===== src/rtl/cache_mem_arbiter_if.sv =====
// Cache-side and shared-memory-side signal bundle for cache_mem_arbiter.
// The master modport is the arbiter's view; slave is the environment's view.
interface cache_mem_arbiter_if #(
    parameter int unsigned ADDR_WIDTH      = 32,
    parameter int unsigned CACHE_LINE_SIZE = 256
);
    logic                       i_strobe;
    logic [ADDR_WIDTH-1:0]      i_addr;
    logic                       i_done;
    logic [CACHE_LINE_SIZE-1:0] i_datain;

    logic                       d_strobe;
    logic [ADDR_WIDTH-1:0]      d_addr;
    logic                       d_rw;
    logic [CACHE_LINE_SIZE-1:0] d_dataout;
    logic                       d_done;
    logic [CACHE_LINE_SIZE-1:0] d_datain;

    logic                       m_strobe;
    logic [ADDR_WIDTH-1:0]      m_addr;
    logic                       m_rw;
    logic [CACHE_LINE_SIZE-1:0] m_dataout;
    logic                       m_done;
    logic [CACHE_LINE_SIZE-1:0] m_datain;

    modport master (
        input  i_strobe, i_addr, d_strobe, d_addr, d_rw, d_dataout, m_done, m_datain,
        output i_done, i_datain, d_done, d_datain, m_strobe, m_addr, m_rw, m_dataout
    );

    modport slave (
        output i_strobe, i_addr, d_strobe, d_addr, d_rw, d_dataout, m_done, m_datain,
        input  i_done, i_datain, d_done, d_datain, m_strobe, m_addr, m_rw, m_dataout
    );
endinterface


===== src/rtl/cache_mem_arbiter.sv =====
// Round-robin arbiter funnelling I-cache and D-cache line requests onto one
// shared memory port; one transaction in flight, all outputs registered.
module cache_mem_arbiter #(
    parameter int unsigned ADDR_WIDTH      = 32,
    parameter int unsigned CACHE_LINE_SIZE = 256
) (
    input  logic                clk,
    input  logic                rst,
    cache_mem_arbiter_if.master bus
);
    localparam int unsigned AW = ADDR_WIDTH;
    localparam int unsigned LW = CACHE_LINE_SIZE;

    typedef enum logic [1:0] {
        IDLE  = 2'd0,
        ISSUE = 2'd1,
        WAIT  = 2'd2,
        RESP  = 2'd3
    } state_t;

    state_t          r_state;
    state_t          w_next;

    logic            r_pend_i;
    logic            r_pend_d;
    logic [AW-1:0]   r_i_addr;
    logic [AW-1:0]   r_d_addr;
    logic            r_d_rw;
    logic [LW-1:0]   r_d_line;

    // Last granted side (1 = D); also identifies the side in flight.
    logic            r_last_d;
    logic            w_grant_d;

    logic            w_clr_i;
    logic            w_clr_d;
    logic            w_acc_i;
    logic            w_acc_d;
    logic            w_issue;
    logic            w_resp;

    logic            r_m_strobe;
    logic [AW-1:0]   r_m_addr;
    logic            r_m_rw;
    logic [LW-1:0]   r_m_dataout;
    logic            r_i_done;
    logic [LW-1:0]   r_i_datain;
    logic            r_d_done;
    logic [LW-1:0]   r_d_datain;

    // A strobe landing on its own side's RESP cycle re-arms the slot being freed.
    assign w_clr_i = (r_state == RESP) && !r_last_d;
    assign w_clr_d = (r_state == RESP) &&  r_last_d;
    assign w_acc_i = bus.i_strobe && (!r_pend_i || w_clr_i);
    assign w_acc_d = bus.d_strobe && (!r_pend_d || w_clr_d);
    assign w_issue = (r_state == IDLE) && (w_next == ISSUE);
    assign w_resp  = (r_state == WAIT) && bus.m_done;

    always_ff @(posedge clk) begin
        if (rst) begin
            r_state <= IDLE;
        end else begin
            r_state <= w_next;
        end
    end

    always_comb begin
        w_next    = r_state;
        w_grant_d = r_last_d;
        case (r_state)
            IDLE: begin
                if (r_pend_i || r_pend_d) begin
                    w_next    = ISSUE;
                    w_grant_d = r_pend_d && (!r_pend_i || !r_last_d);
                end
            end
            ISSUE:   w_next = WAIT;
            WAIT:    if (bus.m_done) w_next = RESP;
            RESP:    w_next = IDLE;
            default: w_next = IDLE;
        endcase
    end

    // Pending request slots.
    always_ff @(posedge clk) begin
        if (rst) begin
            r_pend_i <= 1'b0;
            r_pend_d <= 1'b0;
            r_i_addr <= '0;
            r_d_addr <= '0;
            r_d_rw   <= 1'b0;
            r_d_line <= '0;
        end else begin
            if (w_acc_i) begin
                r_pend_i <= 1'b1;
                r_i_addr <= bus.i_addr;
            end else if (w_clr_i) begin
                r_pend_i <= 1'b0;
            end
            if (w_acc_d) begin
                r_pend_d <= 1'b1;
                r_d_addr <= bus.d_addr;
                r_d_rw   <= bus.d_rw;
                r_d_line <= bus.d_dataout;
            end else if (w_clr_d) begin
                r_pend_d <= 1'b0;
            end
        end
    end

    // Shared-port drive and response forwarding.
    always_ff @(posedge clk) begin
        if (rst) begin
            r_last_d    <= 1'b0;
            r_m_strobe  <= 1'b0;
            r_m_addr    <= '0;
            r_m_rw      <= 1'b0;
            r_m_dataout <= '0;
            r_i_done    <= 1'b0;
            r_i_datain  <= '0;
            r_d_done    <= 1'b0;
            r_d_datain  <= '0;
        end else begin
            r_m_strobe <= w_issue;
            if (w_issue) begin
                r_last_d    <= w_grant_d;
                r_m_addr    <= w_grant_d ? r_d_addr : r_i_addr;
                r_m_rw      <= w_grant_d && r_d_rw;
                r_m_dataout <= w_grant_d ? r_d_line : '0;
            end
            r_i_done <= w_resp && !r_last_d;
            r_d_done <= w_resp &&  r_last_d;
            if (w_resp && !r_last_d) begin
                r_i_datain <= bus.m_datain;
            end
            if (w_resp && r_last_d && !r_m_rw) begin
                r_d_datain <= bus.m_datain;
            end
        end
    end

    assign bus.m_strobe  = r_m_strobe;
    assign bus.m_addr    = r_m_addr;
    assign bus.m_rw      = r_m_rw;
    assign bus.m_dataout = r_m_dataout;
    assign bus.i_done    = r_i_done;
    assign bus.i_datain  = r_i_datain;
    assign bus.d_done    = r_d_done;
    assign bus.d_datain  = r_d_datain;
endmodule


===== src/flat_wrapper.sv =====
// flat-port wrapper written by rule: the top's interface ports become plain ports
module cache_mem_arbiter_flat 
#(
    parameter int unsigned ADDR_WIDTH      = 32,
    parameter int unsigned CACHE_LINE_SIZE = 256
)
  (clk, rst, bus_i_strobe, bus_i_addr, bus_d_strobe, bus_d_addr, bus_d_rw, bus_d_dataout, bus_m_done, bus_m_datain, bus_i_done, bus_i_datain, bus_d_done, bus_d_datain, bus_m_strobe, bus_m_addr, bus_m_rw, bus_m_dataout);
  cache_mem_arbiter_if #(.ADDR_WIDTH(ADDR_WIDTH), .CACHE_LINE_SIZE(CACHE_LINE_SIZE)) bus_i ();
  input  logic clk;
  input  logic rst;
  input wire logic [$bits(bus_i.i_strobe)-1:0] bus_i_strobe;
  input wire logic [$bits(bus_i.i_addr)-1:0] bus_i_addr;
  input wire logic [$bits(bus_i.d_strobe)-1:0] bus_d_strobe;
  input wire logic [$bits(bus_i.d_addr)-1:0] bus_d_addr;
  input wire logic [$bits(bus_i.d_rw)-1:0] bus_d_rw;
  input wire logic [$bits(bus_i.d_dataout)-1:0] bus_d_dataout;
  input wire logic [$bits(bus_i.m_done)-1:0] bus_m_done;
  input wire logic [$bits(bus_i.m_datain)-1:0] bus_m_datain;
  output wire logic [$bits(bus_i.i_done)-1:0] bus_i_done;
  output wire logic [$bits(bus_i.i_datain)-1:0] bus_i_datain;
  output wire logic [$bits(bus_i.d_done)-1:0] bus_d_done;
  output wire logic [$bits(bus_i.d_datain)-1:0] bus_d_datain;
  output wire logic [$bits(bus_i.m_strobe)-1:0] bus_m_strobe;
  output wire logic [$bits(bus_i.m_addr)-1:0] bus_m_addr;
  output wire logic [$bits(bus_i.m_rw)-1:0] bus_m_rw;
  output wire logic [$bits(bus_i.m_dataout)-1:0] bus_m_dataout;
  assign bus_i.i_strobe = bus_i_strobe;
  assign bus_i.i_addr = bus_i_addr;
  assign bus_i.d_strobe = bus_d_strobe;
  assign bus_i.d_addr = bus_d_addr;
  assign bus_i.d_rw = bus_d_rw;
  assign bus_i.d_dataout = bus_d_dataout;
  assign bus_i.m_done = bus_m_done;
  assign bus_i.m_datain = bus_m_datain;
  assign bus_i_done = bus_i.i_done;
  assign bus_i_datain = bus_i.i_datain;
  assign bus_d_done = bus_i.d_done;
  assign bus_d_datain = bus_i.d_datain;
  assign bus_m_strobe = bus_i.m_strobe;
  assign bus_m_addr = bus_i.m_addr;
  assign bus_m_rw = bus_i.m_rw;
  assign bus_m_dataout = bus_i.m_dataout;
  cache_mem_arbiter #(.ADDR_WIDTH(ADDR_WIDTH), .CACHE_LINE_SIZE(CACHE_LINE_SIZE)) u_core (.clk(clk), .rst(rst), .bus(bus_i));
endmodule

===== config.mk =====
export PLATFORM = sky130hd
export DESIGN_NAME = cache_mem_arbiter_flat
export DESIGN_NICKNAME = d
export VERILOG_FILES = /design/src/rtl/cache_mem_arbiter_if.sv /design/src/rtl/cache_mem_arbiter.sv /design/src/flat_wrapper.sv
export SDC_FILE = /design/constraint.sdc
export NUM_CORES = 2
export LEC_CHECK = 0
export CAP_MARGIN = 25
export CORE_AREA = 2 2 544 546
export DETAILED_ROUTE_END_ITERATION = 16
export DIE_AREA = 0 0 546 548
export PLACE_DENSITY = 0.39
export SLEW_MARGIN = 15
export SYNTH_ARGS = -nofsm -noshare
export SYNTH_HDL_FRONTEND = slang
export SYNTH_SLANG_ARGS = --single-unit

===== constraint.sdc =====
create_clock -name clk -period 4.97 [get_ports clk]
set_input_delay 0.994 -clock clk [delete_from_list [all_inputs] [get_ports clk]]
set_output_delay 0.994 -clock clk [all_outputs]
set_load 0.02 [all_outputs]

==> key figures <==
Worst setup path
  – CP max FO: 2
  – Worst path top cell family by delay: buffers and inverters
  – Worst Path Buf+Inv: 1
  – CP Cell Sequence: clkdlybuf4s50_1
  – Slowest CP cell: clkdlybuf4s50_1
  – CP max stage delay: 0.99 ns
  – Critical Path RT: 3.98 ns
  – CP endpoint kind: primary output
  – Critical Path AT: 2.15 ns
  – Critical path class: flip-flop to primary output
  – WP depth: 1
  – Setup crit start kind: flip-flop
  – FF-to-FF path depth: 7

Power and ir drop
  – Combinational Power Share: 0.249
  – LEAKAGE: 20.39 nW
  – Net switching fraction of the power: 0.3481
  – Sw Pwr: 9.707 mW
  – Sequential Power Share: 0.361
  – Clk pwr share: 0.390
  – Tot Pwr: 27.89 mW
  – Worst VDD drop: 0.9160 mV
  – Pwr Density: 439.7 nW/um2
  – Internal Pwr Total: 18.18 mW

Die
  – Rows: 199
  – Die area: 299200 um2
  – Die height: 548 um
  – Placeable Area: 293100 um2
  – Starting Density: 0.1378
  – DIE WIDTH: 546 um
  – Io pins: 1386

Finish
  – Nets: 6929
  – Finished Layout Cells: 10410
  – Most common cell after layout, fill and taps aside: nand2_1
  – Layout cell share with drive strength beyond 1: 0.05426
  – P&R area growth vs syn: 57.07%
  – Commonest cells after routing, fill and taps aside: 1928 x nand2_1, 1384 x clkdlybuf4s50_1, 1127 x dfxtp_1
  – Utilization of the core after routing: 0.2164
  – Fillers: 32460

STA
  – Hold WS: 0.4481 ns
  – Final hold vios: 0
  – Tcrit/Tclk final: 0.6335
  – Normalized max-slew margin: 0.2208
  – RSZ-0062 raised after global routing: no
  – Final Max Tran Viols: 0
  – Clk_skew: 0.03158 ns
  – Tmin final: 3.148 ns
  – Fmax: 317.6 MHz
  – Setup Viol. Count Final: 0
  – Slew @ Worst Pin: 1.169 ns
  – Setup TNS: 0 ns

GRT
  – Total GRT Usage: 0.1606
  – Grt ovf: 0
  – First-pass GRT wire length: 341.1 mm
  – Vias in the first global route: 40140
  – Initial antenna violation count: 144
  – Largest net degree at the start of global routing: 137

Clock tree
  – # hold bufs at CTS: 0
  – CTS H-tree depth: 4
  – Clock transition at path regs: 0.06 ns
  – CTS max path bufs: 4
  – CTS buffer count: 150
  – Cts repair resizes: 0
  – Root buffer cell: clkbuf_16
  – Setup bufs post-CTS: 0
  – Clock sink count: 1130
  – Clk_lat worst skew: 0.82 ns
  – CTS tree: built

Route
  – Routed Wire Length: 250.8 mm
  – Routed Antenna Nets: 0
  – First-pass DRT Iterations: 5
  – Avg WL per Cell: 24.10 um
  – Vias per cell: 3.943
  – Vias: 41040
  – Residual DRC: 0
  – Starting DRT DRC Count: 2782

Place
  – Routability congestion estimate: 0.8875
  – Inst Count DP: 10110
  – Port Buffer Count: 1385
  – HPWL after DPL: 189.6 mm

Yosys
  – Synth Area per Inst: 7.828 um2
  – #FFs+latches synth: 1130
  – Synth Warn #: 0
  – Post-synth top area cell: dfxtp_1
  – Top cells by area, synth: dfxtp_1 56%, nand2_1 18%, a21oi_1 14%
  – Syn_nets: 5744
  – Syn Inst Count: 5158
  – Synthesized cell area: 40370 um2
  – Yosys top cell area share: 0.5603
  – Seq/Total Area, Yosys: 0.5603
  – Yosys cell types: 28

Min path
  – Hold depth: 2
  – Worst hold path class: flip-flop to flip-flop

Status
  – Status: complete, no violations

Run
  – Max capacitance violation total: 0
[worst paths after layout]
path	from	endpoint	slack (ns)
max	u_core.bus.d_datain[252]	bus_d_datain[252]	1.82
min	u_core.bus.m_dataout[85]	u_core.bus.m_dataout[85]	0.45
max reg2reg	u_core.r_state[0]	u_core.bus.m_dataout[80]	2.12
min reg2reg	u_core.bus.m_dataout[85]	u_core.bus.m_dataout[85]	0.45
[flip-flops by register name, indices dropped and copies added (netlist names)]
name,cells
u_core.r_pend_d,1
u_core.bus.m_rw,1
u_core.bus.d_datain,256
u_core.bus.m_addr,32
u_core.r_state,2
u_core.r_i_addr,32
u_core.r_d_addr,32
u_core.bus.m_strobe,1
u_core.bus.i_datain,256
u_core.r_last_d,1
u_core.r_d_rw,1
u_core.r_d_line,256
u_core.bus.d_done,1
u_core.bus.m_dataout,256
u_core.bus.i_done,1
u_core.r_pend_i,1
[layer usage]
metal  vias to the layer above  track usage  wire length, um
met5                         -            0              391
met4                        64      0.04507             7470
met3                       430      0.06766            25760
met2                      1599       0.2632           115200
met1                     19570       0.1907           102000
li1                      19370            -                -
[power groups by stage]
stage                     combinational [mW]  clock [mW]  sequential, mW
final                                   6.94        10.9            10.1
after global routing                    7.52        11.6            10.1
after CTS                               7.14        11.3            10.1
after detailed placement                7.12           0            10.3
after global placement                  7.10           0            10.2
after floorplan                         3.34           0            10.6
[logic make-up (layout without fill, tap and decap cells)]
kind of cell,count (synthesis),after routing,synth area share
AO/OA/AOI/OAI,1231,1231,0.1625
adder cells (fa/ha/maj),4,4,0.001240
buffers and inverters,467,1760,0.04738
flip-flops,1130,1130,0.5603
other,0,36,0
AND/OR/NAND/NOR,2326,2326,0.2286
[synth_stat cells]
library cell	count
nand2b_1	32
nand2_1	1928
clkbuf_1	310
or4b_4	1
a21oi_1	1125
o21bai_1	1
a21bo_2	2
a211oi_2	32
buf_6	7
inv_1	35
dfxtp_1	1130
o2111ai_2	1
a21boi_0	1
buf_2	83
buf_4	1
nor2_1	41
nand3_1	321
ha_1	4
or2_2	2
o2111a_1	1
o21a_1	1
a222oi_1	1
a221oi_1	31
a21boi_1	1
and3_1	1
a31oi_1	1
o21ai_0	33
buf_1	31
[stage by stage]
step                      setup WS (ns)  instance area, um2
final                             1.822               63420
after global routing              1.680               63360
after detailed placement          1.444               58530
after floorplan                   2.844               40380
after global placement            1.479               58500
after CTS                         1.629               63330
[layout make-up]
cell class,count,area [um2],area share
antenna,36,90.09,0.001421
tap,3919,4903,0.07732
inverter,35,131.4,0.002072
multi-input combinational,3561,15930,0.2511
clock buffer,219,4335,0.06836
timing repair buffer,1465,14940,0.2356
clock inverter,41,466.7,0.007359
sequential,1130,22630,0.3568
(Power assumes the default switching activity.)
